===== config.mk =====
export PLATFORM = sky130hd
export DESIGN_NAME = od_multi_trig_gen
export DESIGN_NICKNAME = d
export VERILOG_FILES = /design/src/rtl/od_multi_trig_gen.sv
export SDC_FILE = /design/constraint.sdc
export NUM_CORES = 1
export LEC_CHECK = 0
export BUFFER_PORTS_ARGS = -buffer_cell sky130_fd_sc_hd__buf_4
export CAP_MARGIN = 25
export CORE_MARGIN = 10
export CORE_UTILIZATION = 40
export CTS_CLUSTER_DIAMETER = 120
export DETAILED_ROUTE_END_ITERATION = 6
export GPL_TIMING_DRIVEN = 1
export MAX_ROUTING_LAYER = met4
export PLACE_DENSITY = 0.7
export SLEW_MARGIN = 20
export SYNTH_ARGS = -nofsm -noshare
export SYNTH_HDL_FRONTEND = slang
export SYNTH_SLANG_ARGS = --single-unit

===== constraint.sdc =====
create_clock -name clk -period 2.7 [get_ports clk]
set_clock_uncertainty 0.15 [all_clocks]
set_input_delay 0.27 -clock clk [delete_from_list [all_inputs] [get_ports clk]]
set_output_delay 0.27 -clock clk [all_outputs]
set_load 0.01 [all_outputs]

===== src/rtl/od_multi_trig_gen.sv =====
// Multi-channel ultrasonic trigger sequencer: walks the latched channel mask one
// slot at a time, pulsing each enabled trigger and then waiting out its echo guard.
//
// state | meaning
// IDLE  | no frame in progress, waiting for en/mask/mode/start
// PULSE | trig[active_ch] high, counter 0 .. PULSE_CYC-1
// GUARD | trig low, echo guard, counter PULSE_CYC .. SLOT_CYC-1
module od_multi_trig_gen #(
   parameter int N_CH      = 4,
   parameter int CNT_W     = 24,
   parameter int PULSE_CYC = 1000,
   parameter int SLOT_CYC  = 5_000_000,
   localparam int AW       = (N_CH > 1) ? $clog2(N_CH) : 1
) (
   input  logic            clk,
   input  logic            rst_n,
   input  logic            en,
   input  logic            mode,
   input  logic            start,
   input  logic [N_CH-1:0] ch_mask,
   output logic [N_CH-1:0] trig,
   output logic [AW-1:0]   active_ch,
   output logic            busy,
   output logic            frame_done
);

   if (!(PULSE_CYC >= 1 && PULSE_CYC < SLOT_CYC &&
         longint'(SLOT_CYC) <= (longint'(1) << CNT_W))) begin : g_bad_param
      $error("od_multi_trig_gen: need 1 <= PULSE_CYC < SLOT_CYC <= 2**CNT_W");
   end

   typedef enum logic [1:0] {S_IDLE, S_PULSE, S_GUARD} state_t;

   state_t            r_state, w_state_nxt;
   logic [CNT_W-1:0]  r_cnt, w_cnt_nxt;
   logic [N_CH-1:0]   r_mask, w_mask_nxt;
   logic [N_CH-1:0]   r_trig, w_trig_nxt;
   logic              r_mode, w_mode_nxt;
   logic [AW-1:0]     r_ch, w_ch_nxt;
   logic [AW-1:0]     w_first_ch, w_next_ch;
   logic              w_has_next, w_pulse_end, w_slot_end, w_can_start;

   always_comb begin
      w_first_ch = '0;
      for (int i = N_CH - 1; i >= 0; i--) begin
         if (ch_mask[i]) w_first_ch = AW'(i);
      end
   end

   // Next higher enabled channel of the frame copy, above the one in its slot now.
   always_comb begin
      w_has_next = 1'b0;
      w_next_ch  = '0;
      for (int i = N_CH - 1; i >= 0; i--) begin
         if (r_mask[i] && (i > int'(r_ch))) begin
            w_has_next = 1'b1;
            w_next_ch  = AW'(i);
         end
      end
   end

   assign w_pulse_end = (r_state == S_PULSE) && (r_cnt == CNT_W'(PULSE_CYC - 1));
   assign w_slot_end  = (r_state == S_GUARD) && (r_cnt == CNT_W'(SLOT_CYC - 1));
   assign w_can_start = en && (ch_mask != '0);

   always_comb begin
      w_state_nxt = r_state;
      w_cnt_nxt   = r_cnt;
      w_mask_nxt  = r_mask;
      w_mode_nxt  = r_mode;
      w_ch_nxt    = r_ch;
      w_trig_nxt  = '0;
      if (!en) begin
         w_state_nxt = S_IDLE;
         w_cnt_nxt   = '0;
      end else begin
         case (r_state)
            S_IDLE: begin
               if (w_can_start && (!mode || start)) begin
                  w_state_nxt          = S_PULSE;
                  w_mask_nxt           = ch_mask;
                  w_mode_nxt           = mode;
                  w_ch_nxt             = w_first_ch;
                  w_cnt_nxt            = '0;
                  w_trig_nxt[w_first_ch] = 1'b1;
               end
            end
            S_PULSE: begin
               w_cnt_nxt = r_cnt + CNT_W'(1);
               if (w_pulse_end) w_state_nxt = S_GUARD;
               else             w_trig_nxt[r_ch] = 1'b1;
            end
            S_GUARD: begin
               if (!w_slot_end) begin
                  w_cnt_nxt = r_cnt + CNT_W'(1);
               end else if (w_has_next) begin
                  w_state_nxt           = S_PULSE;
                  w_ch_nxt              = w_next_ch;
                  w_cnt_nxt             = '0;
                  w_trig_nxt[w_next_ch] = 1'b1;
               end else if (!r_mode && w_can_start) begin
                  // Periodic scan rolls straight into the next frame, re-latching inputs.
                  w_state_nxt            = S_PULSE;
                  w_mask_nxt             = ch_mask;
                  w_mode_nxt             = mode;
                  w_ch_nxt               = w_first_ch;
                  w_cnt_nxt              = '0;
                  w_trig_nxt[w_first_ch] = 1'b1;
               end else begin
                  w_state_nxt = S_IDLE;
                  w_cnt_nxt   = '0;
               end
            end
            default: begin
               w_state_nxt = S_IDLE;
               w_cnt_nxt   = '0;
            end
         endcase
      end
   end

   always_ff @(posedge clk or negedge rst_n) begin
      if (!rst_n) begin
         r_state <= S_IDLE;
         r_cnt   <= '0;
         r_mask  <= '0;
         r_mode  <= 1'b0;
         r_ch    <= '0;
         r_trig  <= '0;
      end else begin
         r_state <= w_state_nxt;
         r_cnt   <= w_cnt_nxt;
         r_mask  <= w_mask_nxt;
         r_mode  <= w_mode_nxt;
         r_ch    <= w_ch_nxt;
         r_trig  <= w_trig_nxt;
      end
   end

   // Gated by en so an abort on the final guard cycle never reports a finished frame.
   assign frame_done = w_slot_end && !w_has_next && en;
   assign trig       = r_trig;
   assign active_ch  = r_ch;
   assign busy       = (r_state != S_IDLE);

endmodule


==> flow_summary.html, run 1 <==
<table>
<tr><th>Metric</th><th>Value</th></tr>
<tr><th colspan="2">Status</th></tr>
<tr><td>Status</td><td>finished, final reports clean</td></tr>
<tr><th colspan="2">Final layout</th></tr>
<tr><td>Post-route cell area</td><td>0.00290 mm2</td></tr>
<tr><td>Multi-input combinational cell area</td><td>0.00136 mm2</td></tr>
<tr><td>Antenna diode count</td><td>0</td></tr>
<tr><td>Layout fillers</td><td>539</td></tr>
<tr><td>Area taken by flip-flops and latches</td><td>901 um2</td></tr>
<tr><td>Fraction of layout cells with a size suffix above 1</td><td>24.2%</td></tr>
<tr><td>Area grow syn2layout</td><td>26.5%</td></tr>
<tr><td>Layout net count</td><td>337</td></tr>
<tr><th colspan="2">STA</th></tr>
<tr><td>Final number of max-transition violations</td><td>0</td></tr>
<tr><td>Slew at the pin with the worst max-slew slack</td><td>0.572 ns</td></tr>
<tr><td>Worst relative slew slack</td><td>61.7%</td></tr>
<tr><td>Worst hold slack after final layout</td><td>0.0957 ns</td></tr>
<tr><td>Period Utilization, post-route</td><td>99.7%</td></tr>
<tr><td>Endpoints failing setup</td><td>0</td></tr>
<tr><td>Final number of hold-violating endpoints</td><td>0</td></tr>
<tr><td>Peak clock frequency supported by timing</td><td>0.371 GHz</td></tr>
<tr><td>RSZ-0062 raised after global routing</td><td>true</td></tr>
<tr><td>Time the final worst path needs with I/O delays and setup</td><td>2.69 ns</td></tr>
<tr><th colspan="2">Logic synthesis</th></tr>
<tr><td>Sequential-to-total area share from yosys stat</td><td>39.3%</td></tr>
<tr><td>Unique cell type count in the Yosys netlist</td><td>51</td></tr>
<tr><td>Leading area contributor after synthesis</td><td>sky130_fd_sc_hd__dfrtp_1</td></tr>
<tr><td>Most used standard cell by instance count after synthesis</td><td>sky130_fd_sc_hd__dfrtp_1</td></tr>
<tr><td>Commonest cells in the synthesized netlist</td><td>sky130_fd_sc_hd__dfrtp_1, sky130_fd_sc_hd__nand2_1, sky130_fd_sc_hd__nor2_1</td></tr>
<tr><td>Average size of a mapped cell</td><td>8.59 um2</td></tr>
<tr><td>Post-Syn Area</td><td>0.00229 mm2</td></tr>
<tr><td>Number of synthesized flops with an enable pin</td><td>0</td></tr>
<tr><td>Post-synthesis instance total</td><td>267</td></tr>
<tr><td>Area contributors post-synth</td><td>sky130_fd_sc_hd__dfrtp_1, sky130_fd_sc_hd__nand2_1, sky130_fd_sc_hd__a21oi_1</td></tr>
<tr><td>Most used DFF post-synth</td><td>sky130_fd_sc_hd__dfrtp_1</td></tr>
<tr><td>Seq cells post-synth</td><td>36</td></tr>
<tr><td>Yosys Warn Count</td><td>0</td></tr>
<tr><td>Post-Synthesis Net Count</td><td>283</td></tr>
<tr><td>Ys async rst share</td><td>100%</td></tr>
<tr><td>Area share of the leading cell type in the synthesized netlist</td><td>39.3%</td></tr>
<tr><th colspan="2">CTS</th></tr>
<tr><td>Root Buffer Master</td><td>sky130_fd_sc_hd__clkbuf_8</td></tr>
<tr><td>Bufs on Longest Clock Path</td><td>2</td></tr>
<tr><td>CTS tree</td><td>yes</td></tr>
<tr><td>Later-pin clock latency in the skew report</td><td>0.29 ns</td></tr>
<tr><td>Sinks on the clock net</td><td>36</td></tr>
<tr><td>Post-CTS clock slew at the launch and capture registers of the worst setup and hold paths</td><td>0.07 ns</td></tr>
<tr><td>TritonCTS Buffers</td><td>5</td></tr>
<tr><td>Number of levels in the clock H-tree</td><td>2</td></tr>
<tr><th colspan="2">Drt</th></tr>
<tr><td>Average vias per placed instance</td><td>6.00</td></tr>
<tr><td>Number of design rule violations left after detail routing</td><td>0</td></tr>
<tr><td>1st-pass router iterations</td><td>5</td></tr>
<tr><td>Remaining number of nets flagged by the antenna check after routing</td><td>0</td></tr>
<tr><td>Routed Wire Length</td><td>6.61 mm</td></tr>
<tr><td>Mean routed wirelength per cell</td><td>16.8 um</td></tr>
<tr><td>Iteration-0 DRC count of the detailed router</td><td>193</td></tr>
<tr><td>Detailed-route via count</td><td>2365</td></tr>
<tr><th colspan="2">Placed design</th></tr>
<tr><td>Input/output buffers</td><td>16</td></tr>
<tr><td>Cell Area, Placed</td><td>0.00274 mm2</td></tr>
<tr><td>HPWL after detailed placement</td><td>4.73 mm</td></tr>
<tr><td>Final RePlAce weighted congestion</td><td>0.901</td></tr>
<tr><th colspan="2">Power</th></tr>
<tr><td>VDD IR max</td><td>359 uV</td></tr>
<tr><td>Switch share</td><td>37.0%</td></tr>
<tr><td>Flop pwr share</td><td>37.0%</td></tr>
<tr><td>Power density over the cells</td><td>623 mW/mm2</td></tr>
<tr><td>Combinational group share of total power</td><td>40.9%</td></tr>
<tr><td>Part of the power in the clock network</td><td>22.1%</td></tr>
<tr><td>Internal power summed over all cells</td><td>0.00114 W</td></tr>
<tr><td>Leak</td><td>1.29 nW</td></tr>
<tr><td>Switching Power</td><td>0.000669 W</td></tr>
<tr><td>Total design power</td><td>0.00181 W</td></tr>
<tr><th colspan="2">Setup path</th></tr>
<tr><td>Max Fanout on Critical Path</td><td>4</td></tr>
<tr><td>Kind of cell with the highest combined delay on the critical path</td><td>simple AND/OR/NAND/NOR gates</td></tr>
<tr><td>Endpoint arrival time on the critical path</td><td>2.72 ns</td></tr>
<tr><td>Count of buffer and inverter cells on the critical path</td><td>0</td></tr>
<tr><td>Setup slack on the worst flop-to-flop path</td><td>0.008 ns</td></tr>
<tr><td>Setup crit end kind</td><td>flip-flop</td></tr>
<tr><td>Crit path kind</td><td>flip-flop to flip-flop</td></tr>
<tr><td>Required @ worst endpoint</td><td>2.73 ns</td></tr>
<tr><td>CP max-delay cell</td><td>sky130_fd_sc_hd__or4b_1</td></tr>
<tr><td>Kind of launch point of the worst setup path</td><td>flip-flop</td></tr>
<tr><td>Worst-path cell chain</td><td>or4b_1 -&gt; or4_4 -&gt; or4_4 -&gt; a211o_4 -&gt; mux2_4</td></tr>
<tr><td>Delay of the slowest cell on the worst path</td><td>0.51 ns</td></tr>
<tr><td>Cell repeated most along the worst path</td><td>sky130_fd_sc_hd__or4_4</td></tr>
<tr><th colspan="2">GRT</th></tr>
<tr><td>Most crowded layer after global routing</td><td>met2</td></tr>
<tr><td>Total congestion overflow after global routing</td><td>0</td></tr>
<tr><td>Number of global-route vias before repair</td><td>2296</td></tr>
<tr><td>Met3 Use GR</td><td>3.35%</td></tr>
<tr><td>Met1 usage</td><td>18.8%</td></tr>
<tr><td>Global-route met2 utilization</td><td>24.5%</td></tr>
<tr><td>Global Route Usage Sum</td><td>15.3%</td></tr>
<tr><td>Initial antenna violation count</td><td>0</td></tr>
<tr><td>Global-route wire length before repair</td><td>11.1 mm</td></tr>
<tr><td>Largest net degree at the start of global routing</td><td>37</td></tr>
<tr><th colspan="2">Die</th></tr>
<tr><td>Initial cell density of the core</td><td>41.4%</td></tr>
<tr><td>Core region area</td><td>0.00554 mm2</td></tr>
<tr><td>Number of I/O pins</td><td>17</td></tr>
<tr><td>Floorplan die width</td><td>95.7 um</td></tr>
<tr><td>Die span in y</td><td>95.7 um</td></tr>
<tr><td>Die Footprint</td><td>0.00916 mm2</td></tr>
<tr><td>Number of placement rows</td><td>27</td></tr>
<tr><th colspan="2">Hold path</th></tr>
<tr><td>Type of the most critical hold path</td><td>primary input to flip-flop</td></tr>
<tr><th colspan="2">Job</th></tr>
<tr><td>Max-capacitance violation count</td><td>0</td></tr>
</table>
[cells in the final DEF, fill, tap and decap left out, types with 6 or more instances in the layout]
master                     count
sky130_fd_sc_hd__buf_4        57
sky130_fd_sc_hd__dfrtp_1      36
sky130_fd_sc_hd__nand2_1      29
sky130_fd_sc_hd__nor2_1       21
sky130_fd_sc_hd__a21oi_1      20
sky130_fd_sc_hd__o21ai_0      16
sky130_fd_sc_hd__nand3_1      14
sky130_fd_sc_hd__nand4_1      11
sky130_fd_sc_hd__a31oi_1       9
sky130_fd_sc_hd__inv_1         7
sky130_fd_sc_hd__and3_1        6
sky130_fd_sc_hd__o31ai_1       6
sky130_fd_sc_hd__ha_1          6
sky130_fd_sc_hd__clkbuf_8      6
[metrics by stage]
step | instances | worst slack (ns) | setup TNS (ns) | util, %
2_1_floorplan | 267 | -0.00917 | -0.0275 | -
3_3_place_gp | 381 | 0.0637 | 0 | 49.5
3_5_place_dp | 381 | 0.0199 | 0 | 49.5
4_1_cts | 390 | 0.00985 | 0 | 51.3
5_1_grt | 394 | -0.0583 | -0.168 | 52.3
6_report | 394 | 0.00770 | 0 | 52.3
[final timing paths]
| kind | start | endpoint | cells past startpoint |
|---|---|---|---|
| min | ch_mask[3] | r_mask[3] | 2 |
| max in group asynchronous | rst_n | r_cnt[13] | 2 |
| min in group asynchronous | rst_n | r_cnt[22] | 2 |
| max reg2reg | r_cnt[23] | r_mask[3] | 5 |
| max | r_cnt[23] | r_mask[3] | 5 |
| min reg2reg | r_mask[1] | r_mask[1] | 1 |
[area by class of cell]
type                       instances  area share, %
multi-input combinational        213           46.7
sequential                        36           31.1
timing repair buffer              58           15.1
clock buffer                       8           3.11
tap                               72           3.11
inverter                           7          0.906
[power by group through the flow]
| stage | clock network (W) | logic, W | registers (W) |
|---|---|---|---|
| after floorplan | 0 | 0.000455 | 0.000676 |
| after global placement | 0 | 0.000705 | 0.000674 |
| after detailed placement | 0 | 0.000715 | 0.000677 |
| after CTS | 0.000410 | 0.000720 | 0.000667 |
| after global routing | 0.000436 | 0.000824 | 0.000679 |
| final | 0.000400 | 0.000739 | 0.000668 |
[flip-flops by register name, summed over array words and instances (netlist names)]
name,flops
r_cnt,24
trig,4
r_mask,3
active_ch,2
r_state,2
r_mode,1
[what timing repair did]
| item | CTS | global route |
|---|---|---|
| setup buffers | 0 | 4 |
| endpoints found under the hold margin | 36 | 0 |
| resized for setup | 0 | 7 |
| setup endpoints to repair | 0 | 17 |
| hold buffers | 1 | 0 |
[kinds of logic after synthesis]
logic type | share of synthesized area [%]
compound gates | 24.1
mux | 2.84
fa+ha+maj | 3.82
simple gates | 27.0
flops | 39.3
buf+inv | 2.95
[metal layers]
metal,vias to the layer above,share of wire [%]
li1,1131,-
met1,1132,44
met2,89,47
met3,13,6.8
met4,0,1.3
met5,-,0
Power figures use the tool's default switching activity.
==> inputs of run 2 (changes only) <==
--- a/config.mk
+++ b/config.mk
@@ -9,6 +9,7 @@
 export CAP_MARGIN = 25
 export CORE_MARGIN = 10
 export CORE_UTILIZATION = 40
+export CTS_BUF_LIST = sky130_fd_sc_hd__clkbuf_4 sky130_fd_sc_hd__clkbuf_8 sky130_fd_sc_hd__clkbuf_16
 export CTS_CLUSTER_DIAMETER = 120
 export DETAILED_ROUTE_END_ITERATION = 6
 export GPL_TIMING_DRIVEN = 1
==> flow_summary.html, run 2 (synthesized netlist as in run 1, its figures left out) <==
<table>
<tr><th>Metric</th><th>Value</th></tr>
<tr><th colspan="2">Status</th></tr>
<tr><td>Status</td><td>finished, final reports clean</td></tr>
<tr><th colspan="2">CTS</th></tr>
<tr><td>TritonCTS Buffers</td><td>5 (unchanged)</td></tr>
<tr><td>CTS tree</td><td>yes</td></tr>
<tr><td>Later-pin clock latency in the skew report</td><td>0.29 ns (about the same)</td></tr>
<tr><td>Post-CTS clock slew at the launch and capture registers of the worst setup and hold paths</td><td>0.07 ns (about the same)</td></tr>
<tr><td>Sinks on the clock net</td><td>36 (unchanged)</td></tr>
<tr><td>Number of levels in the clock H-tree</td><td>2 (unchanged)</td></tr>
<tr><td>Bufs on Longest Clock Path</td><td>2 (unchanged)</td></tr>
<tr><td>Root Buffer Master</td><td>sky130_fd_sc_hd__clkbuf_8</td></tr>
<tr><th colspan="2">Die</th></tr>
<tr><td>Initial cell density of the core</td><td>41.4% (unchanged)</td></tr>
<tr><td>Floorplan die width</td><td>95.7 um (unchanged)</td></tr>
<tr><td>Die Footprint</td><td>0.00916 mm2 (unchanged)</td></tr>
<tr><td>Core region area</td><td>0.00554 mm2 (unchanged)</td></tr>
<tr><td>Number of I/O pins</td><td>17 (unchanged)</td></tr>
<tr><td>Die span in y</td><td>95.7 um (unchanged)</td></tr>
<tr><td>Number of placement rows</td><td>27 (unchanged)</td></tr>
<tr><th colspan="2">Setup path</th></tr>
<tr><td>Required @ worst endpoint</td><td>2.73 ns (about the same)</td></tr>
<tr><td>Worst-path cell chain</td><td>or4b_1 -&gt; or4_4 -&gt; or4_4 -&gt; a211o_4 -&gt; mux2_4</td></tr>
<tr><td>CP max-delay cell</td><td>sky130_fd_sc_hd__or4b_1</td></tr>
<tr><td>Cell repeated most along the worst path</td><td>sky130_fd_sc_hd__or4_4</td></tr>
<tr><td>Setup crit end kind</td><td>flip-flop</td></tr>
<tr><td>Endpoint arrival time on the critical path</td><td>2.72 ns (about the same)</td></tr>
<tr><td>Max Fanout on Critical Path</td><td>4 (unchanged)</td></tr>
<tr><td>Crit path kind</td><td>flip-flop to flip-flop</td></tr>
<tr><td>Kind of launch point of the worst setup path</td><td>flip-flop</td></tr>
<tr><td>Delay of the slowest cell on the worst path</td><td>0.52 ns (about the same)</td></tr>
<tr><th colspan="2">Final layout</th></tr>
<tr><td>Layout net count</td><td>337 (unchanged)</td></tr>
<tr><td>Layout fillers</td><td>534 (-0.93%)</td></tr>
<tr><td>Antenna diode count</td><td>0 (unchanged)</td></tr>
<tr><td>Util after Layout</td><td>52.5% (+0.14 points)</td></tr>
<tr><td>Number of flip-flops in the largest register</td><td>24 (unchanged)</td></tr>
<tr><td>Most common cell after layout, fill and taps aside</td><td>sky130_fd_sc_hd__buf_4</td></tr>
<tr><td>Area grow syn2layout</td><td>26.8%</td></tr>
<tr><td>Post-route cell area</td><td>0.00291 mm2 (+0.26%)</td></tr>
<tr><td>Fraction of layout cells with a size suffix above 1</td><td>24.8% (+0.62 points)</td></tr>
<tr><td>Most used cells in the layout excluding fill and tap cells</td><td>sky130_fd_sc_hd__buf_4, sky130_fd_sc_hd__dfrtp_1, sky130_fd_sc_hd__nand2_1</td></tr>
<tr><td>Final std cells w/o fill</td><td>394 (unchanged)</td></tr>
<tr><td>Register bank with the most flops</td><td>r_cnt</td></tr>
<tr><th colspan="2">GRT</th></tr>
<tr><td>Number of global-route vias before repair</td><td>2281 (-0.65%)</td></tr>
<tr><td>Total congestion overflow after global routing</td><td>0 (unchanged)</td></tr>
<tr><td>Global-route wire length before repair</td><td>11.1 mm (-0.25%)</td></tr>
<tr><td>Global Route Usage Sum</td><td>15.3% (-0.050 points)</td></tr>
<tr><td>Initial antenna violation count</td><td>0 (unchanged)</td></tr>
<tr><td>Largest net degree at the start of global routing</td><td>37 (unchanged)</td></tr>
<tr><th colspan="2">Placed design</th></tr>
<tr><td>HPWL after detailed placement</td><td>4.73 mm (unchanged)</td></tr>
<tr><td>Input/output buffers</td><td>16 (unchanged)</td></tr>
<tr><td>Total instance count after detailed placement</td><td>381 (unchanged)</td></tr>
<tr><td>Final RePlAce weighted congestion</td><td>0.901 (unchanged)</td></tr>
<tr><td>Cell Area, Placed</td><td>0.00274 mm2 (unchanged)</td></tr>
<tr><th colspan="2">Drt</th></tr>
<tr><td>Mean routed wirelength per cell</td><td>16.7 um (-0.65%)</td></tr>
<tr><td>Number of design rule violations left after detail routing</td><td>0 (unchanged)</td></tr>
<tr><td>1st-pass router iterations</td><td>4 (-1)</td></tr>
<tr><td>Routed Wire Length</td><td>6.57 mm (-0.65%)</td></tr>
<tr><td>Iteration-0 DRC count of the detailed router</td><td>178 (-7.8%)</td></tr>
<tr><td>Detailed-route via count</td><td>2339 (-1.1%)</td></tr>
<tr><td>Average vias per placed instance</td><td>5.94 (-1.1%)</td></tr>
<tr><td>Remaining number of nets flagged by the antenna check after routing</td><td>0 (unchanged)</td></tr>
<tr><th colspan="2">Hold path</th></tr>
<tr><td>Type of the most critical hold path</td><td>primary input to flip-flop</td></tr>
<tr><th colspan="2">STA</th></tr>
<tr><td>Worst relative slew slack</td><td>61.2% (-0.47 points)</td></tr>
<tr><td>Endpoints failing setup</td><td>0 (unchanged)</td></tr>
<tr><td>RSZ-0062 raised after global routing</td><td>true</td></tr>
<tr><td>Slew at the pin with the worst max-slew slack</td><td>0.579 ns (+0.00697 ns)</td></tr>
<tr><td>Period Utilization, post-route</td><td>99.7% (about the same)</td></tr>
<tr><td>Peak clock frequency supported by timing</td><td>0.371 GHz (about the same)</td></tr>
<tr><td>Final number of hold-violating endpoints</td><td>0 (unchanged)</td></tr>
<tr><td>Final number of max-transition violations</td><td>0 (unchanged)</td></tr>
<tr><td>Time the final worst path needs with I/O delays and setup</td><td>2.69 ns (-0.000369 ns)</td></tr>
<tr><td>Worst hold slack after final layout</td><td>0.0964 ns (+0.000676 ns)</td></tr>
<tr><th colspan="2">Power</th></tr>
<tr><td>Internal power summed over all cells</td><td>0.00116 W (+1.8%)</td></tr>
<tr><td>Part of the power in the clock network</td><td>23.0% (+0.9 points)</td></tr>
<tr><td>Flop pwr share</td><td>36.6% (-0.4 points)</td></tr>
<tr><td>Power density over the cells</td><td>628 mW/mm2 (+0.75%)</td></tr>
<tr><td>Switching Power</td><td>0.000667 W (-0.25%)</td></tr>
<tr><td>Combinational group share of total power</td><td>40.4% (-0.5 points)</td></tr>
<tr><td>Leak</td><td>1.30 nW (+0.53%)</td></tr>
<tr><td>Switch share</td><td>36.5% (-0.46 points)</td></tr>
<tr><td>VDD IR max</td><td>359 uV (-0.12%)</td></tr>
<tr><th colspan="2">Job</th></tr>
<tr><td>Max-capacitance violation count</td><td>0 (unchanged)</td></tr>
</table>
run 2: worst paths after layout:
check / startpoint / end / slack, ns / cells after the start
worst max-delay path: r_cnt[23] / r_mask[3] / 0.008 / 5
worst min-delay path: mode / r_mode / 0.1 / 3
worst max register to register: r_cnt[23] / r_mask[3] / 0.008 / 5
worst min register to register: r_mask[1] / r_mask[1] / 0.41 / 1
max in group asynchronous: rst_n / r_cnt[8] / 1.74 / 2
min in group asynchronous: rst_n / r_cnt[18] / 0.33 / 2
run 2: final cells by class:
class	instances	area, um2	share of cell area, %
repair buffers	58	438	15.1
multi-input cells	213	1360	46.6
flip-flops and latches	36	901	31.0
well taps	72	90.1	3.10
clock buffers	8	97.6	3.36
inverters	7	26.3	0.904
run 2: metal layers:
metal  GRT usage (%)  up-vias  wire length (um)
met1            18.9     1110              2970
met2            24.2       88              3100
li1                -     1132                 -
met4            5.04        0                76
met5               -        -                 0
met3            3.35        9               426
run 2: power groups by stage:
stage	sequential, W	combinational [W]	clock (W)
2_1_floorplan	0.000676	0.000455	0
5_1_grt	0.000679	0.000824	0.000456
3_3_place_gp	0.000674	0.000705	0
3_5_place_dp	0.000677	0.000715	0
4_1_cts	0.000667	0.000721	0.000432
6_report	0.000668	0.000738	0.000420
run 2: critical path, delay by kind of cell, from the launching register on:
kind,cells,cell delay [ns]
compound gates,1,0.38
simple gates,3,1.37
flops,1,0.38
mux,1,0.30
run 2: what timing repair did:
item | in CTS | in global routing
setup endpoints to repair | 0 | 17
hold endpoints to repair | 36 | 0
setup buffers | 0 | 4
hold buffers | 1 | 0
gates resized for setup | 0 | 7
run 2: stage by stage:
| step | power, W | setup slack (ns) | setup TNS [ns] |
|---|---|---|---|
| final | 0.00183 | 0.00807 | 0 |
| after global routing | 0.00196 | -0.0580 | -0.167 |
| after CTS | 0.00182 | 0.00985 | 0 |
| after detailed placement | 0.00139 | 0.0199 | 0 |
| after global placement | 0.00138 | 0.0637 | 0 |
| after floorplan | 0.00113 | -0.00917 | -0.0275 |
==> inputs of run 3 (changes only) <==
--- a/config.mk
+++ b/config.mk
@@ -14,7 +14,7 @@
 export DETAILED_ROUTE_END_ITERATION = 6
 export GPL_TIMING_DRIVEN = 1
 export MAX_ROUTING_LAYER = met4
-export PLACE_DENSITY = 0.7
+export PLACE_DENSITY = 0.68
 export SLEW_MARGIN = 20
 export SYNTH_ARGS = -nofsm -noshare
 export SYNTH_HDL_FRONTEND = slang
==> constraint.sdc (replaced) <==
create_clock -name clk -period 2.5 [get_ports clk]
set_clock_uncertainty 0.15 [all_clocks]
set_input_delay 0.25 -clock clk [delete_from_list [all_inputs] [get_ports clk]]
set_output_delay 0.25 -clock clk [all_outputs]
set_load 0.01 [all_outputs]
==> flow_summary.html, run 3 (synthesized netlist as in run 1, its figures left out) <==
<table>
<tr><th>Metric</th><th>Value</th></tr>
<tr><th colspan="2">Setup path</th></tr>
<tr><td>Setup slack on the worst flop-to-flop path</td><td>-0.21 ns (-0.22 ns)</td></tr>
<tr><td>Required @ worst endpoint</td><td>2.54 ns (-0.19 ns)</td></tr>
<tr><td>Kind of launch point of the worst setup path</td><td>flip-flop</td></tr>
<tr><td>Startpoint of the worst-slack reg-to-reg timing path</td><td>r_cnt[23]</td></tr>
<tr><td>Number of cells on the worst reg-to-reg path</td><td>5 (unchanged)</td></tr>
<tr><td>Max Fanout on Critical Path</td><td>4 (unchanged)</td></tr>
<tr><td>Reg-to-reg critical path endpoint</td><td>r_mask[2]</td></tr>
<tr><td>Endpoint arrival time on the critical path</td><td>2.75 ns (+0.03 ns)</td></tr>
<tr><td>Setup crit end kind</td><td>flip-flop</td></tr>
<tr><td>Source of the critical timing path</td><td>r_cnt[23]</td></tr>
<tr><td>Crit path kind</td><td>flip-flop to flip-flop</td></tr>
<tr><td>Timing endpoint of the critical path</td><td>r_mask[2]</td></tr>
<tr><th colspan="2">Final layout</th></tr>
<tr><td>Fraction of layout cells with a size suffix above 1</td><td>27.0% (+2.1 points)</td></tr>
<tr><td>Number of flip-flops in the largest register</td><td>24 (unchanged)</td></tr>
<tr><td>Most used cells in the layout excluding fill and tap cells</td><td>sky130_fd_sc_hd__buf_4, sky130_fd_sc_hd__dfrtp_1, sky130_fd_sc_hd__nand2_1</td></tr>
<tr><td>Antenna diode count</td><td>0 (unchanged)</td></tr>
<tr><td>Register bank with the most flops</td><td>r_cnt</td></tr>
<tr><td>Util after Layout</td><td>53.8% (+1.4 points)</td></tr>
<tr><td>Most common cell after layout, fill and taps aside</td><td>sky130_fd_sc_hd__buf_4</td></tr>
<tr><td>Area grow syn2layout</td><td>30.1%</td></tr>
<tr><td>Layout net count</td><td>346 (+2.7%)</td></tr>
<tr><th colspan="2">STA</th></tr>
<tr><td>RSZ-0062 raised after global routing</td><td>true</td></tr>
<tr><td>Time the final worst path needs with I/O delays and setup</td><td>2.71 ns (+0.0225 ns)</td></tr>
<tr><td>Worst relative slew slack</td><td>57.4% (-3.8 points)</td></tr>
<tr><td>Final number of hold-violating endpoints</td><td>0 (unchanged)</td></tr>
<tr><td>Period Utilization, post-route</td><td>109% (+8.9 points)</td></tr>
<tr><td>Final number of max-transition violations</td><td>0 (unchanged)</td></tr>
<tr><td>Worst hold slack after final layout</td><td>0.0636 ns (-0.0328 ns)</td></tr>
<tr><td>Peak clock frequency supported by timing</td><td>0.368 GHz (-0.83%)</td></tr>
<tr><td>Crit path setup slack, layout</td><td>-0.214 ns (-0.222 ns)</td></tr>
<tr><td>Slew at the pin with the worst max-slew slack</td><td>0.631 ns (+0.0527 ns)</td></tr>
<tr><td>Endpoints failing setup</td><td>4 (+4)</td></tr>
<tr><th colspan="2">CTS</th></tr>
<tr><td>Later-pin clock latency in the skew report</td><td>0.30 ns (about the same)</td></tr>
<tr><td>Root Buffer Master</td><td>sky130_fd_sc_hd__clkbuf_8</td></tr>
<tr><td>TritonCTS Buffers</td><td>5 (unchanged)</td></tr>
<tr><td>CTS tree</td><td>yes</td></tr>
<tr><td>Bufs on Longest Clock Path</td><td>2 (unchanged)</td></tr>
<tr><td>Number of levels in the clock H-tree</td><td>2 (unchanged)</td></tr>
<tr><td>Post-CTS clock slew at the launch and capture registers of the worst setup and hold paths</td><td>0.08 ns (about the same)</td></tr>
<tr><td>Sinks on the clock net</td><td>36 (unchanged)</td></tr>
<tr><th colspan="2">Status</th></tr>
<tr><td>Failing checks</td><td>setup timing</td></tr>
<tr><td>Status</td><td>finished, violations left</td></tr>
<tr><th colspan="2">Placed design</th></tr>
<tr><td>Final RePlAce weighted congestion</td><td>0.894 (-0.81%)</td></tr>
<tr><td>HPWL after detailed placement</td><td>4.86 mm (+2.9%)</td></tr>
<tr><td>Input/output buffers</td><td>16 (unchanged)</td></tr>
<tr><td>Dpl ws</td><td>-0.161 ns (-0.181 ns)</td></tr>
<tr><th colspan="2">Drt</th></tr>
<tr><td>Number of design rule violations left after detail routing</td><td>0 (unchanged)</td></tr>
<tr><td>Iteration-0 DRC count of the detailed router</td><td>174 (-2.2%)</td></tr>
<tr><td>Remaining number of nets flagged by the antenna check after routing</td><td>0 (unchanged)</td></tr>
<tr><td>Mean routed wirelength per cell</td><td>16.6 um (-0.65%)</td></tr>
<tr><td>Average vias per placed instance</td><td>5.92 (-0.27%)</td></tr>
<tr><td>Detailed-route via count</td><td>2380 (+1.8%)</td></tr>
<tr><td>1st-pass router iterations</td><td>5 (+1)</td></tr>
<tr><td>Routed Wire Length</td><td>6.66 mm (+1.4%)</td></tr>
<tr><th colspan="2">Power</th></tr>
<tr><td>Leak</td><td>1.34 nW (+3.4%)</td></tr>
<tr><td>Total design power</td><td>0.00207 W (+13%)</td></tr>
<tr><td>VDD IR max</td><td>391 uV (+9.0%)</td></tr>
<tr><td>Power density over the cells</td><td>695 mW/mm2 (+11%)</td></tr>
<tr><th colspan="2">GRT</th></tr>
<tr><td>Largest net degree at the start of global routing</td><td>37 (unchanged)</td></tr>
<tr><td>Total congestion overflow after global routing</td><td>0 (unchanged)</td></tr>
<tr><td>Global-route wire length before repair</td><td>10.8 mm (-2.9%)</td></tr>
<tr><td>Global Route Usage Sum</td><td>15.3% (+0.053 points)</td></tr>
<tr><td>Number of global-route vias before repair</td><td>2216 (-2.8%)</td></tr>
<tr><td>Initial antenna violation count</td><td>0 (unchanged)</td></tr>
<tr><th colspan="2">Die</th></tr>
<tr><td>Die Footprint</td><td>0.00916 mm2 (unchanged)</td></tr>
<tr><td>Initial cell density of the core</td><td>41.4% (unchanged)</td></tr>
<tr><td>Die span in y</td><td>95.7 um (unchanged)</td></tr>
<tr><td>Number of placement rows</td><td>27 (unchanged)</td></tr>
<tr><td>Floorplan die width</td><td>95.7 um (unchanged)</td></tr>
<tr><td>Core region area</td><td>0.00554 mm2 (unchanged)</td></tr>
<tr><td>Number of I/O pins</td><td>17 (unchanged)</td></tr>
<tr><th colspan="2">Job</th></tr>
<tr><td>Max-capacitance violation count</td><td>0 (unchanged)</td></tr>
<tr><th colspan="2">Hold path</th></tr>
<tr><td>Type of the most critical hold path</td><td>primary input to flip-flop</td></tr>
</table>
## run 3: cell types whose count changed in the layout (fill, tap and decap cells not counted), sizes merged
| cell | previous run | this run |
|---|---|---|
| buf | 57 | 66 |
| clkbuf | 8 | 7 |
## run 3: area by class of cell
type / instances / area (um2)
clock buffer: 7 / 96.3
fill: 522 / 2560
inverter: 7 / 26.3
multi-input combinational: 213 / 1360
sequential: 36 / 901
tap: 72 / 90.1
timing repair buffer: 67 / 505
## run 3: timing repair
action / CTS / global route
setup buffers: 1 / 3
setup endpoints to repair: 4 / 28
hold buffers: 1 / 0
resized for setup: 1 / 7
endpoints found under the hold margin: 36 / 0
cloned: 0 / 0
pin swaps: 0 / 3
## run 3: power by group
group          total [W]  internal (W)  switching, W
logic           0.000908      0.000418      0.000490
registers       0.000695      0.000650     0.0000451
clock network   0.000469      0.000246      0.000223
total            0.00207       0.00131      0.000758
## run 3: critical path, stage by stage, from the launching register on
cell and delay (ns):
sky130_fd_sc_hd__dfrtp_1 0.38, sky130_fd_sc_hd__or4b_1 0.52, sky130_fd_sc_hd__or4_4 0.43, sky130_fd_sc_hd__or4_4 0.43, sky130_fd_sc_hd__a211o_4 0.38, sky130_fd_sc_hd__mux2_4 0.30
## run 3: per-stage QoR
step	setup TNS [ns]	instances	instance area, um2
6_report	-0.775	402	2980
5_1_grt	-0.976	402	2980
4_1_cts	-0.486	399	2930
3_5_place_dp	-0.471	390	2810
3_3_place_gp	-0.362	390	2810
2_1_floorplan	-0.630	267	2290
## run 3: worst min path at each step
| stage | slack (ns) | from | to | cells past startpoint |
|---|---|---|---|---|
| after floorplan | -0.20 | rst_n | active_ch[0] | 0 |
| after global placement | 0.1 | rst_n | r_cnt[18] | 1 |
| after detailed placement | 0.1 | rst_n | r_cnt[19] | 1 |
| after CTS | 0.07 | ch_mask[3] | r_mask[3] | 2 |
| after global routing | 0.06 | mode | r_mode | 3 |
| final | 0.06 | mode | r_mode | 3 |
## run 3: layer usage
metal | routed length (um) | global-route usage [%] | up-vias
met5 | 0 | - | -
met4 | 78 | 5.04 | 0
met3 | 426 | 3.42 | 8
met2 | 3160 | 24.4 | 93
met1 | 3000 | 18.8 | 1131
li1 | - | - | 1148
